`src/rtl/sync_fifo_ctrl.sv`:
```
// rtl/sync_fifo_ctrl.sv - single-clock FIFO with occupancy, thresholds, FWFT/registered read, sticky errors
// Arbitrary depth with explicit pointer wrap; every flag is decoded from the registered level.
module sync_fifo_ctrl #(
  parameter int DATA_SIZE = 32,
  parameter int DEPTH     = 8,
  parameter int FWFT      = 1,
  parameter int AFULL_TH  = 6,
  parameter int AEMPTY_TH = 1
) (
  input  logic                         clk,
  input  logic                         rst,
  input  logic                         wpush,
  input  logic [DATA_SIZE-1:0]         wdata,
  output logic                         wfull,
  output logic                         wafull,
  input  logic                         rpop,
  output logic [DATA_SIZE-1:0]         rdata,
  output logic                         rvalid,
  output logic                         rempty,
  output logic                         raempty,
  output logic [$clog2(DEPTH+1)-1:0]   level,
  input  logic                         err_clr,
  output logic                         overflow,
  output logic                         underflow
);

  localparam int AW = (DEPTH > 2) ? $clog2(DEPTH) : 1;
  localparam int CW = $clog2(DEPTH + 1);

  if (DEPTH < 2) begin : g_chk_depth
    $error("sync_fifo_ctrl: DEPTH must be >= 2");
  end
  if (AFULL_TH < 1 || AFULL_TH > DEPTH) begin : g_chk_afull
    $error("sync_fifo_ctrl: AFULL_TH must be in 1..DEPTH");
  end
  if (AEMPTY_TH < 0 || AEMPTY_TH > DEPTH - 1) begin : g_chk_aempty
    $error("sync_fifo_ctrl: AEMPTY_TH must be in 0..DEPTH-1");
  end

  logic [DATA_SIZE-1:0] r_mem [DEPTH];
  logic [AW-1:0]        r_wptr;
  logic [AW-1:0]        r_rptr;
  logic [CW-1:0]        r_level;
  logic                 r_overflow;
  logic                 r_underflow;
  logic                 w_push_ok;
  logic                 w_pop_ok;

  assign wfull     = (r_level == CW'(DEPTH));
  assign wafull    = (r_level >= CW'(AFULL_TH));
  assign rempty    = (r_level == '0);
  assign raempty   = (r_level <= CW'(AEMPTY_TH));
  assign level     = r_level;
  assign overflow  = r_overflow;
  assign underflow = r_underflow;

  // Full+push+pop drops the push and empty+push+pop ignores the pop: no pass-through.
  assign w_push_ok = wpush & ~wfull;
  assign w_pop_ok  = rpop & ~rempty;

  always_ff @(posedge clk) begin
    if (w_push_ok) begin
      r_mem[r_wptr] <= wdata;
    end
  end

  always_ff @(posedge clk or negedge rst) begin
    if (!rst) begin
      r_wptr      <= '0;
      r_rptr      <= '0;
      r_level     <= '0;
      r_overflow  <= 1'b0;
      r_underflow <= 1'b0;
    end else begin
      if (w_push_ok) begin
        r_wptr <= (r_wptr == AW'(DEPTH - 1)) ? '0 : r_wptr + 1'b1;
      end
      if (w_pop_ok) begin
        r_rptr <= (r_rptr == AW'(DEPTH - 1)) ? '0 : r_rptr + 1'b1;
      end
      case ({w_push_ok, w_pop_ok})
        2'b10:   r_level <= r_level + 1'b1;
        2'b01:   r_level <= r_level - 1'b1;
        default: r_level <= r_level;
      endcase
      // A fresh error outranks a simultaneous clear.
      if (wpush && wfull) begin
        r_overflow <= 1'b1;
      end else if (err_clr) begin
        r_overflow <= 1'b0;
      end
      if (rpop && rempty) begin
        r_underflow <= 1'b1;
      end else if (err_clr) begin
        r_underflow <= 1'b0;
      end
    end
  end

  if (FWFT != 0) begin : g_fwft
    assign rdata  = rempty ? '0 : r_mem[r_rptr];
    assign rvalid = ~rempty;
  end else begin : g_regrd
    logic [DATA_SIZE-1:0] r_rdata;
    logic                 r_rvalid;

    always_ff @(posedge clk or negedge rst) begin
      if (!rst) begin
        r_rdata  <= '0;
        r_rvalid <= 1'b0;
      end else begin
        r_rvalid <= w_pop_ok;
        if (w_pop_ok) begin
          r_rdata <= r_mem[r_rptr];
        end
      end
    end

    assign rdata  = r_rdata;
    assign rvalid = r_rvalid;
  end

endmodule
```
`config.mk`:
```
export PLATFORM = sky130hd
export DESIGN_NAME = sync_fifo_ctrl
export DESIGN_NICKNAME = d
export VERILOG_FILES = /design/src/rtl/sync_fifo_ctrl.sv
export SDC_FILE = /design/constraint.sdc
export NUM_CORES = 1
export LEC_CHECK = 0
export ABC_AREA = 1
export BUFFER_PORTS_ARGS = -buffer_cell sky130_fd_sc_hd__buf_2
export CELL_PAD_IN_SITES_DETAIL_PLACEMENT = 1
export CELL_PAD_IN_SITES_GLOBAL_PLACEMENT = 1
export CORE_MARGIN = 1.5
export CORE_UTILIZATION = 50
export CTS_CLUSTER_SIZE = 12
export DETAILED_ROUTE_END_ITERATION = 12
export MAX_ROUTING_LAYER = met4
export PLACE_DENSITY_LB_ADDON = 0.1
export SLEW_MARGIN = 20
export SYNTH_ARGS = -nofsm -noshare
export SYNTH_HDL_FRONTEND = slang
export SYNTH_SLANG_ARGS = --single-unit
```
`constraint.sdc`:
```
create_clock -name clk -period 6.1 [get_ports clk]
set_clock_uncertainty 0.1 [all_clocks]
set_input_delay 0.61 -clock clk [delete_from_list [all_inputs] [get_ports clk]]
set_output_delay 0.61 -clock clk [all_outputs]
set_load 0.01 [all_outputs]
```
==> out/qor.yml, run 1 <==
nets: 1324
clockRootBuffer: "clkbuf_16"
port_buffers: 79
r2r-end: "r_mem[3][5]$_DFFE_PP_"
peakVddDrop_mv: 0.366
rsz0062_at_grt: "no"
gp_congestion: 0.716
routed_wl_um: 29300
power.share.switching_pct: 36.9
holdWs_ns: 0.169
vias: 8231
fmax_mhz: 253
startpoint_type: "flip-flop"
powerDensity_mw_per_mm2: 483
yosysSeqAreaShare_pct: 67.2
clock_latency_ns: 0.55
slew_violations: 0
layout-drive-gt1-share_pct: 11.8
grt_pass1_wl_um: 46200
clk_pin_slew_ns: 0.06
cts_tree: "yes"
yosys.area.top_type: "edfxtp_1"
die_x_um: 157
p_sw_uw: 2430
setup_tns_ns: 0
path_class: "reg -> out"
grt_max_degree: 100
synthArstFlopShare_pct: 4.48
required_ns: 5.39
ant_nets: 0
sequentialPowerShare_pct: 37.8
crit_path_end_kind: "output pin"
synth_top_area_share_pct: 64.7
min_to: "underflow$_DFFE_PN0P_"
synthDistinctLibCells: 17
yosysWarnings: 0
synthTopCellsByArea: "edfxtp_1 (65%), nand2_1 (11%), inv_1 (8.6%), nand3_1 (6.8%), dfrtp_1 (2.5%)"
ys_ff_latch: 268
hold_viol: 0
r2r-start: "level[1]$_DFFE_PN0P_"
row_count: 56
grt_overflow_total: 0
firstDrtPassIters: 4
ios: 80
pwr-share-comb_pct: 34.0
slew_headroom_pct: 28.7
synth_cells: 1205
syn-num-nets: 1251
syn_avg_cell_area_um2: 9.86
post-cts-setup-buffer-count: 0
dp_slack_ns: 2.72
synth-edff-count: 256
cts.sinks: 268
post-route-util_pct: 58.2
grt_pass1_vias: 8807
die_h_um: 157
cp.arrival_ns: 3.24
r2r_cells: 8
period_needed_ns: 3.95
setup_ws_ns: 2.15
ff2ff_setup_slack_ns: 2.95
outcome: "finished, final reports clean"
internal_power_uw: 4150
htreeDepth: 1
clockPowerShare_pct: 28.1
route.detailed.drc: 0
whs_path_depth: 2
p_leak_uw: 0.00631
synthFlopType: "edfxtp_1"
wire_per_inst_um: 18.1
synth_area_mm2: 0.0119
drt_iter0_drc: 420
cts_resized: 0
num-fill-cells: 2651
final-setup-viol-count: 0
vias_per_cell: 5.07
tightest_slew_ns: 1.07
dieArea_mm2: 0.0247
syn_to_final_growth_pct: 14.7
grt_usage_pct: 25.3
hp-start: "err_clr"
instances_no_fill: 1622
hp-class: "in -> reg"
cts_buffers: 30
dp_hpwl_um: 15600
cap_violations: 0
start_util_pct: 50.8
antenna_found_initial: 1
clk_path_buf_depth: 3
dp_cells: 1564
finalCritPeriodShare_pct: 64.7
worstPathMaxFanout: 99
core_mm2: 0.0234
[metrics by stage]
step	instance area, µm²	total power, µW
floorplan	11900	3960
global placement	12600	4690
detailed placement	12600	4760
CTS	13600	6650
global route	13600	7000
finish	13600	6580
[logic make-up after synthesis]
group,synth area share [%]
compound gates,0.485
xor+xnor,0.221
fa+ha+maj,0.948
buf+inv,10.8
flops,67.2
simple gates,20.3
[final cells by class]
type                       instances  area [µm²]  area share (%)
sequential                       268        7990            58.7
clock inverter                    14         166            1.22
antenna                            1        2.50          0.0184
multi-input combinational        611        2680            19.6
clock buffer                      42         857            6.29
inverter                         274        1030            7.56
timing repair buffer              93         503            3.69
tap                              319         399            2.93
[registers in the layout (all words and copies together) (netlist names)]
| register | count |
|---|---|
| underflow | 1 |
| r_wptr | 3 |
| r_mem | 256 |
| overflow | 1 |
| r_rptr | 3 |
| level | 4 |
[power groups by stage]
stage / sequential (µW) / clock (µW) / combinational [µW]
detailed placement: 2520 / 0 / 2240
finish: 2490 / 1850 / 2240
global placement: 2510 / 0 / 2180
global route: 2520 / 1950 / 2530
CTS: 2490 / 1880 / 2280
floorplan: 2430 / 0 / 1530
[worst max-delay path: stages, from the launching register on]
cell     delay (ns)
dfrtp_4        0.72
inv_4          0.85
buf_4          0.47
nand2_1        0.11
nand3_1        0.10
nand2_1        0.07
nor2_1         0.11
nor2_1         0.07
buf_2          0.14
[routing by layer]
layer | track usage, % | wire length [µm] | part of all wire [%] | vias up
met5 | - | 0 | 0 | -
met4 | 7.32 | 637 | 2.2 | 0
met3 | 2.89 | 907 | 3.1 | 49
met2 | 44.6 | 14800 | 50 | 166
met1 | 30.9 | 13000 | 44 | 4109
li1 | - | - | - | 3907
[how the worst max path moves through the flow]
stage | start | to
after global placement | r_rptr[0]$_DFFE_PN0P_ | rdata[16]
after detailed placement | r_rptr[0]$_DFFE_PN0P_ | rdata[16]
after floorplan | level[0]$_DFFE_PN0P_ | r_mem[0][0]$_DFFE_PP_
after global routing | r_rptr[0]$_DFFE_PN0P_ | rdata[11]
final | r_rptr[0]$_DFFE_PN0P_ | rdata[11]
after CTS | r_rptr[0]$_DFFE_PN0P_ | rdata[11]
[synthesized netlist by cell type (2+ instances only)]
master	count
xnor2_1	2
nand3_1	162
ha_1	9
nand2_1	345
buf_1	3
nor2_1	78
buf_2	43
clkbuf_1	6
o21ai_0	10
inv_1	273
edfxtp_1	256
or2_2	2
dfrtp_1	12
[what timing repair did]
action | CTS | global route
hold buffers | 1 | 0
endpoints found under the setup margin | 0 | 0
hold endpoints to repair | 12 | 0
[cells in the final DEF, fill, tap and decap left out, drive strengths merged]
| cell | count |
|---|---|
| xor2 | 1 |
| nor2 | 78 |
| o21ai | 10 |
| dfrtp | 12 |
| nand2 | 345 |
| xnor2 | 2 |
| edfxtp | 256 |
| nand4 | 1 |
| buf | 92 |
| dlygate4sd3 | 1 |
| o21a | 1 |
| inv | 274 |
| clkinv | 10 |
| or2 | 2 |
| diode | 1 |
| ha | 9 |
| clkbuf | 42 |
| bufinv | 4 |
| nand3 | 162 |
Note: power is estimated with default switching activity, not from simulation.
==> run 2: changes to the inputs <==
- ABC_AREA: 1 -> 0
- CORE_UTILIZATION: 50 -> 47
- clock period: 6.1 -> 3.5 ns (I/O delays scaled with it)
==> run 2 against run 1 <==
  * Area after synthesis decreased by 13%
  * Final cell count decreased by 46%
  * Via count decreased by 40%
  * First-iteration DRC count fell by 28%
  * Count of clock-buffer cells in the layout up 1
  * Combinational power up 43%
  * Final area down 9.8%
  * Wire length decreased by 27%
  * Register-to-register slack lost 2.0 ns
  * Critical path type unchanged
  * Largest power group unchanged
==> out/qor.yml, run 2 <==
worstPathMaxFanout: 26  # -74%
synthTopCellsByCount: "edfxtp_1 (256), mux4_2 (56), a22o_1 (32)"
htreeDepth: 1  # unchanged
gp_congestion: 0.706  # -1.5%
tightest_slew_ns: 0.686  # -0.383 ns
syn_avg_cell_area_um2: 23.1  # +130%
dr.max_layer_used: "met4"
cpLargestDelayFamily: "flip-flops"
r2r-start: "level[0]$_DFFE_PN0P_"
clk_pin_slew_ns: 0.06  # about the same
r2r-end: "level[3]$_DFFE_PN0P_"
largest_reg_flops: 256  # unchanged
m1WireLength_um: 9270  # -29%
outcome: "finished, final reports clean"
synthFlopType: "edfxtp_1"
grt_usage_pct: 20.0  # -5.3 points
synth-edff-count: 256  # unchanged
post-route-util_pct: 57.8  # -0.47 points
cp.arrival_ns: 2.56  # -0.68 ns
synthTopCellsByArea: "edfxtp_1 (75%), mux4_2 (12%), dfrtp_1 (2.9%), a22o_1 (2.7%), mux4_1 (2.0%)"
layout_commonest_cell: "edfxtp_1"
startpoint: "r_rptr[0]$_DFFE_PN0P_"
multiInputGateArea_mm2: 0.00223  # -17%
layout-drive-gt1-share_pct: 33.1  # +21 points
synthArstFlopShare_pct: 4.48  # unchanged
grt_pass1_vias: 5400  # -39%
clk_path_buf_depth: 3  # unchanged
synth_area_mm2: 0.0103  # -13%
hold_viol: 0  # unchanged
antenna_found_initial: 0  # -1
powerDensity_mw_per_mm2: 840  # +74%
yosysSeqAreaShare_pct: 77.5  # +10 points
syn-num-nets: 492  # -61%
grt_overflow_total: 0  # unchanged
startpoint_type: "flip-flop"
grt_max_degree: 43  # -57%
cts_tree: "yes"
register_area_mm2: 0.00799  # about the same
holdBufCountCts: 31  # +30
rsz0062_at_grt: "no"
synthDistinctLibCells: 30  # +13
instances_no_fill: 879  # -46%
r2r_cells: 8  # unchanged
final_cell_mix: "edfxtp_1 (256), buf_2 (79), mux4_2 (56)"
nets: 629  # -52%
dr_wl_met2_um: 10900  # -26%
period_needed_ns: 3.01
final-setup-viol-count: 0  # unchanged
path_class: "reg -> out"
holdWs_ns: 0.0242  # -0.144 ns
worst-path-buf-inv: 2  # -1
ant_nets: 0  # unchanged
slowest_delay_ns: 0.76  # -0.09 ns
synth_top_area_share_pct: 74.6  # +9.9 points
die_x_um: 151  # -3.9%
port_buffers: 79  # unchanged
clock_latency_ns: 0.53  # -0.02 ns
synth_cells: 446  # -63%
yosys.area.top_type: "edfxtp_1"
dp_cells: 797  # -49%
yosysWarnings: 0  # unchanged
cts_resized: 0  # unchanged
cp-endpoint: "rdata[17]"
slew_violations: 0  # unchanged
p_leak_uw: 0.00423  # -33%
cap_violations: 0  # unchanged
wire_per_inst_um: 24.3  # +34%
wl_met3_um: 783  # -14%
post-cts-setup-buffer-count: 0  # unchanged
cts.sinks: 268  # unchanged
clockRootBuffer: "clkbuf_16"
ff2ff_setup_slack_ns: 0.91  # -2.04 ns
postPlaceCellArea_mm2: 0.0111  # -11%
dieArea_mm2: 0.0228  # -7.6%
start_util_pct: 48.4  # -2.3 points
slowest_stage: "dfrtp_4"
finalCritPeriodShare_pct: 86.1
row_count: 53  # -5.4%
die_h_um: 151  # -3.9%
fmax_mhz: 332
peakVddDrop_mv: 0.473  # +29%
antenna_cells: 0  # -1
synth.most_common_cell: "edfxtp_1"
required_ns: 3.05  # -2.34 ns
ios: 80  # unchanged
hp-class: "in -> reg"
syn_to_final_growth_pct: 19.3
top_register: "r_mem"
drt_iter0_drc: 303  # -28%
design_area_mm2: 0.0123  # -9.8%
path_depth: 4  # -4
routed_wl_um: 21300  # -27%
cts_buffers: 28  # -6.7%
crit_path_end_kind: "output pin"
path_cells: "buf_4, mux4_2, a22o_1, buf_2"
vias: 4942  # -40%
core_mm2: 0.0213  # -9.0%
route.detailed.drc: 0  # unchanged
num-fill-cells: 1839  # -31%
power_uw: 10300  # +57%
ys_ff_latch: 268  # unchanged
dp_hpwl_um: 11900  # -23%
firstDrtPassIters: 4  # unchanged
vias_per_cell: 5.62  # +11%
grt_pass1_wl_um: 32400  # -30%
slew_headroom_pct: 54.2  # +26 points
==> run 2: changes by cell type after synthesis, moves of 8 or more <==
cell     delta
mux4_1      +8
a22o_1     +32
nand2_1   -339
nand3_1   -161
mux4_2     +56
inv_1     -267
nor2_1     -70
buf_2      -33
==> run 2: final cells by class <==
| cell class | count | share of cell area [%] |
|---|---|---|
| Inverter | 7 | 0.214 |
| Clock inverter | 8 | 0.499 |
| Sequential cell | 268 | 65.0 |
| Timing Repair Buffer | 128 | 7.04 |
| Tap cell | 275 | 2.80 |
| Multi-Input combinational cell | 150 | 18.1 |
| Clock buffer | 43 | 6.33 |
==> run 2: worst reg2reg max path, stage by stage (launching register included) <==
cell	delay, ns
dfrtp_1	0.45
inv_1	0.12
ha_1	0.22
nand3b_1	0.13
nand2_1	0.35
ha_1	0.32
or4b_1	0.47
a21oi_1	0.19
xor2_1	0.16
==> run 2: report_power, final <==
group	total [µW]	switching (µW)	internal [µW]
combinational	3200	1650	1550
sequential	4410	350	4060
clock	2720	1130	1590
total	10300	3130	7200
==> run 2: kinds of logic after synthesis <==
kind of cell             count (synthesis)  synth area share, %
AO/OA/AOI/OAI                           38                 3.04
XOR/XNOR                                 4                0.340
adder cells (fa/ha/maj)                  9                 1.09
buffers and inverters                   28                 1.63
flip-flops                             268                 77.5
multiplexers                            71                 15.0
AND/OR/NAND/NOR                         28                 1.37
==> run 2: how the worst min path moves through the flow <==
stage              start                     end  slack [ns]  cells past startpoint
3_3_place_gp         rst    level[2]$_DFFE_PN0P_        0.15                      1
6_report        wdata[8]   r_mem[6][8]$_DFFE_PP_        0.02                      1
2_1_floorplan        rst    level[0]$_DFFE_PN0P_       -0.05                      0
3_5_place_dp         rst    level[2]$_DFFE_PN0P_        0.16                      1
5_1_grt         wdata[1]   r_mem[4][1]$_DFFE_PP_        0.03                      1
4_1_cts        wdata[20]  r_mem[5][20]$_DFFE_PP_        0.01                      1
==> run 2: stage by stage <==
step	setup TNS (ns)	setup WS, ns
global route	0	0.290
CTS	0	0.398
detailed placement	0	0.915
floorplan	-42.87	-0.447
global placement	0	0.978
finish	0	0.488
==> run 2: metal layers <==
layer | vias to the layer above | track usage (%)
li1 | 2174 | -
met1 | 2638 | 27.1
met2 | 102 | 32.9
met3 | 28 | 2.71
met4 | 0 | 4.32
met5 | - | -
==> run 3: changes to the inputs <==
- CORE_UTILIZATION: 47 -> 49
- CTS_BUF_LIST: unset -> sky130_fd_sc_hd__clkbuf_4
- PLACE_DENSITY: unset -> 0.79
- PLACE_DENSITY_LB_ADDON: 0.1 -> unset
==> run 3 against run 2 <==
  * Global-route usage up 2.4 points
  * Combinational power about the same
  * Clock power decreased by 4%
  * Die area decreased by 4.0%
  * Count of clock-buffer cells in the layout grew 60
  * Critical path type unchanged
  * Sequential power up 1%
  * Largest power group unchanged
  * Critical path depth up 4
  * Core utilization up 3.0 points
  * Highest routed layer unchanged
  * Fmax shrank 8.2%
  * Hold slack better by 0.27 ns
  * Final area up 1.0%
==> out/qor.yml, run 3 (synthesis results as in run 2) <==
outcome: "finished, final reports clean"
die_x_um: 148  # -2.0%
cts.sinks: 268  # unchanged
wire_per_inst_um: 23.6  # -2.8%
slowest_delay_ns: 0.50  # -0.26 ns
grt_pass1_vias: 6182  # +14%
min_to: "r_wptr[2]$_DFFE_PN0P_"
vias_per_cell: 5.62  # about the same
crit_path_end_kind: "output pin"
slowest_stage: "nor2b_4"
core_mm2: 0.0204  # -4.0%
grtUsageMet2_pct: 36.3  # +3.4 points
dp_cells: 792  # -0.63%
finalCritPeriodShare_pct: 93.7  # +7.6 points
clk_path_buf_depth: 3  # unchanged
clock_latency_ns: 0.65  # +0.12 ns
ant_nets: 0  # unchanged
use_met1_pct: 27.7  # +0.58 points
routed_wl_um: 22500  # +5.3%
dp_slack_ns: 0.848  # -0.0671 ns
cpLargestDelayFamily: "buffers and inverters"
post-cts-setup-buffer-count: 0  # unchanged
start_util_pct: 50.4  # +2.0 points
clk_pin_slew_ns: 0.06  # about the same
dp_hpwl_um: 12800  # +7.2%
drt_iter0_drc: 393  # +30%
firstDrtPassIters: 7  # +3
antenna_found_initial: 1  # +1
die_h_um: 148  # -2.0%
rsz0062_at_grt: "no"
final-setup-viol-count: 0  # unchanged
worstPathMaxFanout: 18  # -31%
syn_to_final_growth_pct: 20.5
startpoint_type: "flip-flop"
grt_overflow_total: 0  # unchanged
route.detailed.drc: 0  # unchanged
setup_tns_ns: 0  # unchanged
use_met3_pct: 5.65  # +2.9 points
hold_viol: 0  # unchanged
hp-start: "wpush"
cts_resized: 0  # unchanged
r2r-end: "r_mem[3][19]$_DFFE_PP_"
layout_commonest_cell: "edfxtp_1"
grt_usage_pct: 22.5  # +2.4 points
top_register: "r_mem"
r2r-start: "level[0]$_DFFE_PN0P_"
r2r_cells: 6  # -2
path_cells: "inv_1, ha_1, nand2_1, inv_2, nor2b_4, buf_4, a22o_1, buf_2"
ios: 80  # unchanged
peakVddDrop_mv: 0.471  # -0.34%
ff2ff_setup_slack_ns: 0.83  # -0.08 ns
cp.arrival_ns: 2.83  # +0.27 ns
dieArea_mm2: 0.0219  # -4.0%
grt_max_degree: 40  # -7.0%
port_buffers: 79  # unchanged
tightest_slew_ns: 0.995  # +0.308 ns
slew_violations: 0  # unchanged
htreeDepth: 3  # +2
path_class: "reg -> out"
clockRootBuffer: "clkbuf_4"
grt-busiest-layer: "met2"
hp-class: "in -> reg"
grt_pass1_wl_um: 35200  # +8.6%
fmax_mhz: 305  # -8.2%
period_needed_ns: 3.28  # +0.267 ns
worst-path-buf-inv: 4  # +2
largest_reg_flops: 256  # unchanged
gp_congestion: 0.771  # +9.2%
final_cell_mix: "edfxtp_1 (256), clkbuf_4 (103), buf_2 (79)"
p_leak_uw: 0.00438  # +3.6%
required_ns: 3.05  # about the same
setup_ws_ns: 0.220  # -0.267 ns
cts_buffers: 72  # +160%
nets: 680  # +8.1%
instances_no_fill: 952  # +8.3%
slew_headroom_pct: 33.7  # -21 points
layout-drive-gt1-share_pct: 40.5  # +7.4 points
row_count: 52  # -1.9%
powerDensity_mw_per_mm2: 828  # -1.4%
cts_tree: "yes"
whs_path_depth: 3  # +2
cap_violations: 0  # unchanged
vias: 5348  # +8.2%
## run 3: layer usage
layer | vias up | part of all wire, % | routed length (µm)
met3 | 50 | 5.8 | 1300
met5 | - | 0 | 0
met1 | 2780 | 41 | 9110
met2 | 207 | 52 | 11600
met4 | 0 | 2.0 | 448
li1 | 2311 | - | -
## run 3: worst max path at each step
stage,slack (ns),startpoint,cells after the start,endpoint
after CTS,0.14,r_rptr[0]$_DFFE_PN0P_,4,rdata[14]
after detailed placement,0.85,level[0]$_DFFE_PN0P_,6,r_mem[3][15]$_DFFE_PP_
after global routing,0.005,level[0]$_DFFE_PN0P_,8,rdata[24]
after global placement,0.90,r_rptr[0]$_DFFE_PN0P_,4,rdata[14]
final,0.22,level[0]$_DFFE_PN0P_,8,rdata[24]
after floorplan,-0.45,level[0]$_DFFE_PN0P_,5,r_mem[2][0]$_DFFE_PP_
## run 3: tightest hold or removal path: cells and delay by family
kind / cells / cell delay, ns
and+or+nand+nor: 1 / 0.34
muxes: 1 / 0.20
buffers and inverters: 1 / 0.12
## run 3: area by class of cell
cell class,count,area (µm²)
Antenna cell,1,2.50
Clock inverter,18,72.6
Tap cell,270,338
Sequential cell,268,7990
Timing Repair Buffer,135,986
Multi-Input combinational cell,150,2230
Clock buffer,103,773
Fill cell,1791,8010
Inverter,7,26.3
## run 3: where the power goes
group | total [µW] | switching (µW) | internal, µW
clock network | 2600 | 1250 | 1350
registers | 4470 | 422 | 4050
logic | 3210 | 1630 | 1580
## run 3: through the flow
step           hold WS, ns  area (µm²)  util, %  total power [µW]
2_1_floorplan      -0.0456       10300        -              6510
3_3_place_gp         0.144       11200     54.8              7580
3_5_place_dp         0.149       11200     54.8              7750
4_1_cts              0.257       12400     60.8             10400
5_1_grt              0.275       12400     60.8             10800
6_report             0.296       12400     60.8             10300
## run 3: what timing repair did
action | 4_1_cts | 5_1_grt
hold buffers | 38 | 0
endpoints found under the hold margin | 270 | 0
endpoints found under the setup margin | 0 | 0
